## config.mk

```make
export PLATFORM = sky130hd
export DESIGN_NAME = anc_phase_sched
export DESIGN_NICKNAME = d
export VERILOG_FILES = /design/src/rtl/anc_pkg.sv /design/src/rtl/anc_phase_sched.sv
export SDC_FILE = /design/constraint.sdc
export NUM_CORES = 1
export LEC_CHECK = 0
export CORE_MARGIN = 2
export CORE_UTILIZATION = 45
export CTS_BUF_LIST = sky130_fd_sc_hd__clkbuf_8
export CTS_CLUSTER_SIZE = 25
export DETAILED_ROUTE_END_ITERATION = 10
export PLACE_DENSITY_LB_ADDON = 0.3
export SLEW_MARGIN = 20
export SYNTH_ARGS = -nofsm -noshare
export SYNTH_HDL_FRONTEND = slang
export SYNTH_SLANG_ARGS = --single-unit
```

## constraint.sdc

```tcl
create_clock -name clk -period 2.47 [get_ports clk]
set_clock_uncertainty 0.05 [all_clocks]
set_input_delay 0.494 -clock clk [delete_from_list [all_inputs] [get_ports clk]]
set_output_delay 0.494 -clock clk [all_outputs]
set_load 0.01 [all_outputs]
```

## src/rtl/anc_pkg.sv

```systemverilog
// rtl/anc_pkg.sv - shared state enum and default widths for the ANC phase scheduler
package anc_pkg;

  localparam int PHASE_W = 24;
  localparam int COUNT_W = 24;
  localparam int TONE_W  = 8;

  typedef enum logic [1:0] {
    ST_IDLE = 2'd0,
    ST_RUN  = 2'd1,
    ST_DONE = 2'd2
  } anc_state_e;

endpackage

```

## src/rtl/anc_phase_sched.sv

```systemverilog
// rtl/anc_phase_sched.sv - tone-sweep scheduler producing AXI-stream phase words
module anc_phase_sched
  import anc_pkg::*;
#(
  parameter int PHASE_WIDTH = PHASE_W,
  parameter int COUNT_WIDTH = COUNT_W,
  parameter int TONE_WIDTH  = TONE_W
) (
  input  logic                   clk,
  input  logic                   reset_n,
  input  logic                   start,
  input  logic                   abort,
  input  logic [PHASE_WIDTH-1:0] cfg_start_ph,
  input  logic [PHASE_WIDTH-1:0] cfg_dph_inc,
  input  logic [PHASE_WIDTH-1:0] cfg_dph_step,
  input  logic [COUNT_WIDTH-1:0] cfg_nsig,
  input  logic [TONE_WIDTH-1:0]  cfg_ntones,
  input  logic                   cfg_loop,
  output logic [PHASE_WIDTH-1:0] phase_tdata,
  output logic                   phase_tvalid,
  output logic                   phase_tlast,
  input  logic                   phase_tready,
  output logic [TONE_WIDTH-1:0]  tone_idx,
  output logic                   busy,
  output logic                   done
);

  anc_state_e             state_q, state_d;
  logic [PHASE_WIDTH-1:0] phase_q, phase_d;
  logic [PHASE_WIDTH-1:0] dph_q, dph_d;
  logic [COUNT_WIDTH-1:0] ncount_q, ncount_d;
  logic [TONE_WIDTH-1:0]  tone_q, tone_d;
  logic [PHASE_WIDTH-1:0] start_ph_q, start_ph_d;
  logic [PHASE_WIDTH-1:0] dph_inc_q, dph_inc_d;
  logic [PHASE_WIDTH-1:0] dph_step_q, dph_step_d;
  logic [COUNT_WIDTH-1:0] nsig_q, nsig_d;
  logic [TONE_WIDTH-1:0]  ntones_q, ntones_d;
  logic                   loop_q, loop_d;

  logic last_sample;
  logic last_tone;

  assign last_sample = (ncount_q == nsig_q);
  assign last_tone   = (tone_q == ntones_q - TONE_WIDTH'(1));

  assign phase_tdata  = phase_q;
  assign phase_tvalid = (state_q == ST_RUN);
  assign phase_tlast  = (state_q == ST_RUN) && last_sample;
  assign tone_idx     = tone_q;
  assign busy         = (state_q == ST_RUN);
  assign done         = (state_q == ST_DONE);

  always_comb begin
    state_d    = state_q;
    phase_d    = phase_q;
    dph_d      = dph_q;
    ncount_d   = ncount_q;
    tone_d     = tone_q;
    start_ph_d = start_ph_q;
    dph_inc_d  = dph_inc_q;
    dph_step_d = dph_step_q;
    nsig_d     = nsig_q;
    ntones_d   = ntones_q;
    loop_d     = loop_q;

    // Abort is a flush: the beat in flight is dropped, no done pulse.
    if (abort) begin
      state_d = ST_IDLE;
    end else begin
      unique case (state_q)
        ST_IDLE: begin
          if (start) begin
            start_ph_d = cfg_start_ph;
            dph_inc_d  = cfg_dph_inc;
            dph_step_d = cfg_dph_step;
            nsig_d     = (cfg_nsig == '0) ? COUNT_WIDTH'(1) : cfg_nsig;
            ntones_d   = (cfg_ntones == '0) ? TONE_WIDTH'(1) : cfg_ntones;
            loop_d     = cfg_loop;
            phase_d    = cfg_start_ph;
            dph_d      = cfg_dph_inc;
            ncount_d   = COUNT_WIDTH'(1);
            tone_d     = '0;
            state_d    = ST_RUN;
          end
        end
        ST_RUN: begin
          if (phase_tready) begin
            if (!last_sample) begin
              phase_d  = phase_q + dph_q;
              ncount_d = ncount_q + COUNT_WIDTH'(1);
            end else if (!last_tone) begin
              tone_d   = tone_q + TONE_WIDTH'(1);
              dph_d    = dph_q + dph_step_q;
              phase_d  = start_ph_q;
              ncount_d = COUNT_WIDTH'(1);
            end else if (loop_q) begin
              tone_d   = '0;
              dph_d    = dph_inc_q;
              phase_d  = start_ph_q;
              ncount_d = COUNT_WIDTH'(1);
            end else begin
              state_d = ST_DONE;
            end
          end
        end
        ST_DONE: state_d = ST_IDLE;
        default: state_d = ST_IDLE;
      endcase
    end
  end

  always_ff @(posedge clk or negedge reset_n) begin
    if (!reset_n) begin
      state_q    <= ST_IDLE;
      phase_q    <= '0;
      dph_q      <= '0;
      ncount_q   <= '0;
      tone_q     <= '0;
      start_ph_q <= '0;
      dph_inc_q  <= '0;
      dph_step_q <= '0;
      nsig_q     <= '0;
      ntones_q   <= '0;
      loop_q     <= 1'b0;
    end else begin
      state_q    <= state_d;
      phase_q    <= phase_d;
      dph_q      <= dph_d;
      ncount_q   <= ncount_d;
      tone_q     <= tone_d;
      start_ph_q <= start_ph_d;
      dph_inc_q  <= dph_inc_d;
      dph_step_q <= dph_step_d;
      nsig_q     <= nsig_d;
      ntones_q   <= ntones_d;
      loop_q     <= loop_d;
    end
  end

endmodule

```

### After elaboration in Yosys (flattened, before gate mapping)

Cells that the tools add are included.

| storage, ports and cells | value |
|---|---|
| bits in registers | 187 |
| bits of input ports | 110 |
| word-level logic and storage cells | 73 |

| operators by class | value |
|---|---|
| add/sub/neg operators | 5 |
| eq/ne operators | 14 |
| mux-type cells | 33 |
| bitwise operators | 1 |
| reduce and logical (&&, ||, !) cells | 9 |

Operators by type and width:

| operator | number |
|---|---|
| $mux W24 | 16 |
| $pmux W24 S2 | 3 |
| $add A24 B24 Y24 | 2 |
| $mux W8 | 6 |
| $add A24 B1 Y24 const B | 1 |
| $eq A24 B24 Y1 | 1 |
| $logic_not A24 Y1 | 1 |
| $pmux W8 S2 | 1 |
| $mux W2 | 6 |
| $ne A3 B3 Y1 const B | 4 |
| $reduce_and A5 Y1 | 2 |
| $add A8 B1 Y8 const B | 1 |
| $eq A8 B8 Y1 | 1 |
| $logic_not A8 Y1 | 1 |
| $sub A8 B1 Y8 const B | 1 |
| $ne A3 B2 Y1 const B | 2 |
| $reduce_and A6 Y1 | 1 |
| $ne A2 B2 Y1 const B | 2 |
| $ne A4 B4 Y1 const B | 1 |
| $pmux W2 S2 | 1 |
| $reduce_and A3 Y1 | 1 |
| $eq A2 B1 Y1 const B | 1 |
| $eq A2 B2 Y1 const B | 1 |
| $logic_not A2 Y1 | 1 |
| 4 further kinds | 4 |

### Longest topological paths before layout

Gate-level depths: netlist (run 1).

| logic depth | value |
|---|---|
| word-level depth | 7 |
| depth in mapped cells | 11 |
| depth with buffers taken out | 10 |

### Worst setup path after synthesis (run 1)

OpenSTA, ideal clock, no wires.

| timing | value |
|---|---|
| kind | flip-flop to flip-flop |
| start point | reg phase_q[4], in the netlist phase_tdata[4] |
| end point | reg phase_q[22], in the netlist phase_tdata[22] |
| arrival | 2.609 ns |
| data required time | 2.343 ns |
| path slack | -0.267 ns |
| stages on the path, launching flop included | 10 |
| clock period less this slack | 2.737 ns |
| cell sequence | dfrtp_1 -> ha_1 -> a2111oi_0 -> o2111ai_1 -> nand3_1 -> o311ai_0 -> a21o_1 -> a21oi_1 -> mux2_2 -> a21oi_1 |

| between the ends | value |
|---|---|
| longest elaborated chain between the ends | 4 |

Ends and longest elaborated chain:

| what | RTL line | RTL |
|---|---|---|
| start, declared | anc_phase_sched.sv:29 | `logic [PHASE_WIDTH-1:0] phase_q, phase_d;` |
| start signal, assigned | anc_phase_sched.sv:127 | `phase_q <= phase_d;` |
| $add A24 B24 Y24 | anc_phase_sched.sv:89 | `phase_d = phase_q + dph_q;` |
| $mux W24 | anc_phase_sched.sv:88 | `if (!last_sample) begin` |
| $mux W24 | anc_phase_sched.sv:87 | `if (phase_tready) begin` |
| $pmux W24 S2 | anc_phase_sched.sv:70 | `unique case (state_q)` |

Every way passes these cells. The select of a mux whose other input is x is not followed.
A chain may end at the register's enable or synchronous reset.

### Worst setup path in the final report (run 1)

| timing | value |
|---|---|
| start point | reg dph_q[4] |
| end point | reg phase_q[11], in the netlist phase_tdata[11] |

| between the ends | value |
|---|---|
| longest elaborated chain between the ends | 4 |

Ends and longest elaborated chain:

| what | RTL line | RTL |
|---|---|---|
| start, declared | anc_phase_sched.sv:30 | `logic [PHASE_WIDTH-1:0] dph_q, dph_d;` |
| start signal, assigned | anc_phase_sched.sv:128 | `dph_q <= dph_d;` |
| $add A24 B24 Y24 | anc_phase_sched.sv:89 |  |
| $mux W24 | anc_phase_sched.sv:88 |  |
| $mux W24 | anc_phase_sched.sv:87 |  |
| $pmux W24 S2 | anc_phase_sched.sv:70 |  |

Every way passes these cells. The select of a mux whose other input is x is not followed.

==> metrics.cfg, run 1 <==
[cts]
numCtsBuffers = 17
clock-sinks = 187
clk_latency_ps = 490
htree_levels = 4
cts_root_buffer = clkbuf_8
clkTransAtPathRegs_ps = 110
cts_tree = done
cts_max_path_buffers = 2

[yosys]
syn_avg_cell_area_sq_um = 8.301
synthCells = 1373
async_flop_share_pct = 100.0
synth-main-ff-cell = dfrtp_1
ys_types = 69
synth_nets = 1534
syn_area_sq_um = 11400
synth_edf_count = 0
ys.warnings.count = 0
ys_seq_area_share_pct = 41.06
ys_seq_elements = 187

[min_path]
whs_path_depth = 2
hp-class = reg2reg

[layout]
layout_commonest_cell = nand2_1
layout_common_cells = 366 x nand2_1, 197 x buf_4, 183 x dfrtp_1
nFillCells = 1965
utilization_pct = 66.05
multi_input_area_sq_um = 7276
finalNetCount = 1869
area_delta_synth_final_pct = 45.10
drive_above_1_share_pct = 25.68
n_antenna_cell = 0
seq_area_sq_um = 4684

[detailed_routing]
vias = 11370
routed_wirelength_mm = 36.73
post-route-drc-count = 0
dr.first_iter.drc_count = 1007
ant_nets = 0
vias_per_cell = 5.544
drtPass1Iterations = 5
routedWlPerCell_um = 17.91

[timing]
fin_crit_sh_pct = 110.0
finalWorstPathRequiredPeriod_ps = 2717
fmax_mhz = 368.1
rsz0062_at_grt = yes
slew_headroom_pct = 62.02
fin_ws_ps = -246.9
tns_ps = -8893
maxSlewViolCount = 0
hold_viol = 0
finalSetupViolations = 75
worst_slew_pin_slew_ps = 569.7

[grt]
grt_overflow_total = 0
grt_pass1_wl_mm = 56.81
grtUsageTotal_pct = 27.08
first_global_vias = 11060
grt_max_degree = 67
antenna_found_initial = 0

[critical_path]
critPathCaptureType = register
worstPathRequired_ps = 2810
rr_worst_depth = 11
crit_end = phase_tdata[11]$_DFFE_PN0P_
critPathLaunch = dph_q[4]$_DFFE_PN0P_
crit_arrival_ps = 3060
worst-r2r-setup-slack_ps = -250
path_max_fanout = 5
cp-start-kind = register
worstSetupPathType = reg2reg
r2r_start = dph_q[4]$_DFFE_PN0P_
r2r_end = phase_tdata[11]$_DFFE_PN0P_

[floorplan]
io_pins = 146
fp.dieW_um = 163.1
die_h_um = 163.1
die-area_sq_um = 26620
initial_core_util_pct = 45.52
num_rows = 58
core_sq_um = 25040

[power_and_ir_drop]
max-vdd-ir-drop_mv = 0.5666
p_total_uw = 18560
powerDensity_nw_per_um2 = 1123
leakagePower_uw = 0.007786

[status]
status = complete, but fails checks
violations = setup timing

[place]
globalplace.congestion = 0.8690
port_buffers = 145
pre_cts_slack_ps = -352.7
post-dp-hpwl_mm = 24.45

[run]
drv_cap = 0

-- per-layer routing --
layer  GRT usage [%]  wire [um]  share of wire (%)  vias up
li1                -          -                  -     5461
met1           36.02      16350                 45     5492
met2           44.74      17580                 48      352
met3           3.911       1776                4.8       65
met4           10.42       1020                2.8        0
met5               0          0                  0        -
-- critical path, cell delays in order, from the launching register on --
cell,delay [ps]
dfrtp_2,460
ha_4,330
nand2_4,70
or3_4,340
a311oi_4,370
o41ai_4,90
buf_4,180
buf_6,120
xnor2_1,110
mux2i_1,250
a211oi_4,100
a21o_1,160
-- report_power, final --
part           total, uW  switching, uW  internal, uW  leakage [uW]
registers           4940            923          4020       0.00235
logic              11600           5770          5840       0.00525
clock network       2010           1210           800      0.000190
-- state kept, by name, summed over array words and instances (netlist names) --
register / flops
dph_inc_q: 24
dph_q: 24
dph_step_q: 24
ncount_q: 24
nsig_q: 24
phase_tdata: 24
start_ph_q: 24
ntones_q: 8
tone_idx: 8
state_q: 2
loop_q: 1
-- cell families (layout without fill, tap and decap cells) --
| group | count (synthesis) | after routing | synth area share, % |
|---|---|---|---|
| adder cells (fa/ha/maj) | 51 | 51 | 5.731 |
| AO/OA/AOI/OAI | 310 | 310 | 17.64 |
| flip-flops | 187 | 187 | 41.06 |
| AND/OR/NAND/NOR | 619 | 619 | 23.64 |
| buffers and inverters | 102 | 450 | 3.579 |
| multiplexers | 31 | 31 | 2.745 |
| XOR/XNOR | 73 | 73 | 5.610 |
-- stage by stage --
stage / hold slack, ps / cell area (sq um) / std cells
2_1_floorplan: 148.4 / 11560 / 1373
3_3_place_gp: 404.9 / 14710 / 1964
3_5_place_dp: 407.7 / 14710 / 1964
4_1_cts: 431.6 / 15980 / 2029
5_1_grt: 451.4 / 16540 / 2051
6_report: 432.0 / 16540 / 2051
-- layout make-up --
type,count,area share (%)
Sequential cell,187,28.33
Inverter,27,0.6431
Multi-Input combinational cell,1084,44.00
Timing Repair Buffer,391,22.35
Clock buffer,17,1.415
Tap cell,330,2.497
Clock inverter,15,0.7717
-- Yosys cell counts (5+ instances only) --
cell type / count / area (sq um)
nor2b_1: 5 / 31.28
inv_1: 27 / 101.4
nor3_1: 23 / 115.1
nand3_1: 28 / 140.1
nand2_1: 378 / 1419
o21a_1: 7 / 52.55
nor4_1: 21 / 131.4
and2_1: 5 / 31.28
a31o_2: 5 / 43.79
a31oi_1: 13 / 81.33
xnor2_1: 48 / 420.4
a21o_1: 30 / 225.2
buf_2: 11 / 55.05
ha_1: 49 / 613.1
or3_1: 15 / 93.84
a211oi_1: 27 / 202.7
nor2_1: 87 / 326.6
nand4_1: 12 / 75.07
a21oi_1: 72 / 360.4
o211ai_1: 8 / 60.06
dfrtp_1: 187 / 4679
nand2b_1: 5 / 31.28
clkbuf_1: 61 / 229.0
and3_1: 16 / 100.1
o21ai_1: 6 / 30.03
and4_1: 5 / 43.79
o21ai_0: 87 / 435.4
a211o_1: 5 / 43.79
o31ai_1: 10 / 75.07
mux2i_1: 29 / 290.3
xor2_1: 25 / 219.0
nand3b_1: 5 / 37.54
-- what timing repair did --
action,CTS,global route
gates resized for setup,134,105
endpoints found under the hold margin,55,0
buffers inserted,25,28
pin swaps,54,65
cloned,7,2
endpoints found under the setup margin,81,80
hold buffers,1,0
-- worst min-delay path by stage --
stage | from | end | slack, ps
floorplan | reset_n | dph_inc_q[0]$_DFFE_PN0P_ | 150
global placement | start_ph_q[20]$_DFFE_PN0P_ | start_ph_q[20]$_DFFE_PN0P_ | 400
detailed placement | start_ph_q[20]$_DFFE_PN0P_ | start_ph_q[20]$_DFFE_PN0P_ | 410
CTS | start_ph_q[20]$_DFFE_PN0P_ | start_ph_q[20]$_DFFE_PN0P_ | 430
global route | dph_inc_q[23]$_DFFE_PN0P_ | dph_inc_q[23]$_DFFE_PN0P_ | 450
finish | start_ph_q[20]$_DFFE_PN0P_ | start_ph_q[20]$_DFFE_PN0P_ | 430
Power figures use the tool's default switching activity.
==> run 2: changes to the inputs <==
--- a/config.mk
+++ b/config.mk
@@ -5,8 +5,9 @@
 export SDC_FILE = /design/constraint.sdc
 export NUM_CORES = 1
 export LEC_CHECK = 0
+export CAP_MARGIN = 20
 export CORE_MARGIN = 2
-export CORE_UTILIZATION = 45
+export CORE_UTILIZATION = 52
 export CTS_BUF_LIST = sky130_fd_sc_hd__clkbuf_8
 export CTS_CLUSTER_SIZE = 25
 export DETAILED_ROUTE_END_ITERATION = 10
==> run 2 against run 1 <==
  * The run still ends with setup timing left
  * Power rose by 2.4%
  * Wire length increased by 12%
  * Sequential power hardly changed
  * Sequential share of layout area decreased by 0.56 points
  * Register-to-register slack worse by 150 ps
  * Setup slack got worse by 150 ps
  * Cell count shrank 2.2%
  * Combinational power about the same
  * Count of clock-buffer cells in the layout up 1
  * Non-clock buffer count is 5 higher
  * Global-route usage is 3.9 points higher
  * Largest cell class unchanged
==> metrics.cfg, run 2 (synthesis gave the netlist of run 1 again) <==
[status]
status = complete, but fails checks
violations = setup timing

[critical_path]
crit_arrival_ps = 3180
path_cells = buf_4 > nor3_4 > a221o_1 > o311ai_4 > o211ai_4 > o41ai_4 > buf_6 > buf_12 > buf_12 > nor4_2 > xnor2_1 > nor2_1
worstSetupPathType = reg2reg
path_common_cell = buf_12
path_delay_family = simple AND/OR/NAND/NOR gates
worst-r2r-setup-slack_ps = -390
critPathCaptureType = register
path_buf_inv = 4
cp-start-kind = register
rr_worst_depth = 12
r2r_end = ncount_q[11]$_DFFE_PN0P_
path_max_fanout = 5
worstPathRequired_ps = 2780
cp_slowest_cell = dfrtp_1
max_stage_delay_ps = 410
r2r_start = ntones_q[1]$_DFFE_PN0P_

[timing]
fin_ws_ps = -394.2
finalSetupViolations = 78
maxSlewViolCount = 0
hold_viol = 0
finalWorstPathRequiredPeriod_ps = 2864
fin_crit_sh_pct = 116.0
rsz0062_at_grt = yes
worst_slew_pin_slew_ps = 619.0
slew_headroom_pct = 58.73
tns_ps = -12540
fmax_mhz = 349.1

[grt]
first_global_vias = 11370
grt_overflow_total = 0
antenna_found_initial = 0
grtUsageTotal_pct = 31.02
grt_pass1_wl_mm = 58.41
grt_max_degree = 72

[power_and_ir_drop]
p_total_uw = 19000
powerDensity_nw_per_um2 = 1127
leakagePower_uw = 0.007976
max-vdd-ir-drop_mv = 0.7402

[detailed_routing]
routed_wirelength_mm = 41.20
m1WireLength_mm = 15.73
ant_nets = 0
dr_wl_met2_mm = 20.04
post-route-drc-count = 0
vias_per_cell = 6.157
dr.first_iter.drc_count = 1201
highest_layer = met4
drtPass1Iterations = 7
vias = 12350
dr_wl_met3_mm = 3.414
routedWlPerCell_um = 20.54

[layout]
layout_common_cells = 359 x nand2_1, 184 x dfrtp_1, 184 x buf_4
layout_commonest_cell = nand2_1
utilization_pct = 77.77
nFillCells = 1324
drive_above_1_share_pct = 26.19
finalNetCount = 1874
area_delta_synth_final_pct = 48.00
n_antenna_cell = 0

[floorplan]
num_rows = 54
initial_core_util_pct = 52.55
core_sq_um = 21690
die_h_um = 152.0
fp.dieW_um = 152.0
io_pins = 146
die-area_sq_um = 23120

[cts]
htree_levels = 4
clkTransAtPathRegs_ps = 100
clk_latency_ps = 500
cts_tree = done
clock-sinks = 187
numCtsBuffers = 17
cts_root_buffer = clkbuf_8
cts_max_path_buffers = 2

[run]
drv_cap = 0

[place]
globalplace.congestion = 0.9288
port_buffers = 145
post-dp-hpwl_mm = 24.11
pre_cts_slack_ps = -275.1

[min_path]
hp-class = in2async

## run 2: worst register-to-register path: stages, from the launching register on
cell and delay (ps):
dfrtp_1 410, buf_4 150, nor3_4 210, a221o_1 240, o311ai_4 140, o211ai_4 250, o41ai_4 110, buf_6 160
buf_12 140, buf_12 130, nor4_2 410, xnor2_1 240, nor2_1 120
## run 2: how the worst max path moves through the flow
| stage | slack [ps] | endpoint | cells after the start | from |
|---|---|---|---|---|
| 3_5_place_dp | -280 | phase_tdata[22]$_DFFE_PN0P_ | 11 | dph_q[0]$_DFFE_PN0P_ |
| 4_1_cts | -190 | phase_tdata[22]$_DFFE_PN0P_ | 10 | dph_q[6]$_DFFE_PN0P_ |
| 6_report | -390 | ncount_q[11]$_DFFE_PN0P_ | 12 | ntones_q[1]$_DFFE_PN0P_ |
| 3_3_place_gp | -250 | phase_tdata[22]$_DFFE_PN0P_ | 11 | dph_q[0]$_DFFE_PN0P_ |
| 5_1_grt | -590 | ncount_q[11]$_DFFE_PN0P_ | 12 | ntones_q[1]$_DFFE_PN0P_ |
| 2_1_floorplan | -30 | dph_q[21]$_DFFE_PN0P_ | 9 | dph_q[5]$_DFFE_PN0P_ |
## run 2: metal layers
layer  GRT usage (%)  vias up
met1           40.51     5892
met2           52.83      779
met4           10.81        0
met3           4.706      203
li1                -     5477
met5               0        -
## run 2: through the flow
| stage | instance area [sq um] | cells | hold WS (ps) |
|---|---|---|---|
| after floorplan | 11560 | 1373 | 148.4 |
| after global placement | 14570 | 1903 | 384.1 |
| after detailed placement | 14570 | 1903 | 380.7 |
| after CTS | 15920 | 1974 | 425.3 |
| after global routing | 16870 | 2006 | 432.9 |
| final | 16870 | 2006 | 423.7 |
## run 2: cell type report
type	instances	area, sq um	share of cell area, %
Clock buffer	18	247.7	1.469
Clock inverter	14	170.2	1.009
Inverter	27	103.9	0.6157
Multi-Input combinational cell	1084	7261	43.05
Sequential cell	187	4683	27.77
Tap cell	280	350.3	2.077
Timing Repair Buffer	396	4051	24.02
## run 2: report_power, final
part,internal (uW),switching (uW),total [uW]
registers,4020,944,4960
clock network,1030,1220,2260
logic,5780,6000,11800
total,10800,8170,19000
## run 2: timing repair
action                     4_1_cts  5_1_grt
setup buffers                   30       28
gates resized for setup        130      140
gates cloned                     8        8
setup endpoints to repair       80       80
hold endpoints to repair        33        0
pin swaps                       71       62
hold buffers                     1        0
==> run 3: changes to the inputs <==
--- a/config.mk
+++ b/config.mk
@@ -9,7 +9,7 @@
 export CORE_MARGIN = 2
 export CORE_UTILIZATION = 52
 export CTS_BUF_LIST = sky130_fd_sc_hd__clkbuf_8
-export CTS_CLUSTER_SIZE = 25
+export CTS_CLUSTER_SIZE = 16
 export DETAILED_ROUTE_END_ITERATION = 10
 export PLACE_DENSITY_LB_ADDON = 0.3
 export SLEW_MARGIN = 20
==> results of run 3 <==
Final layout, timing and power as in run 2 (identical DEF).
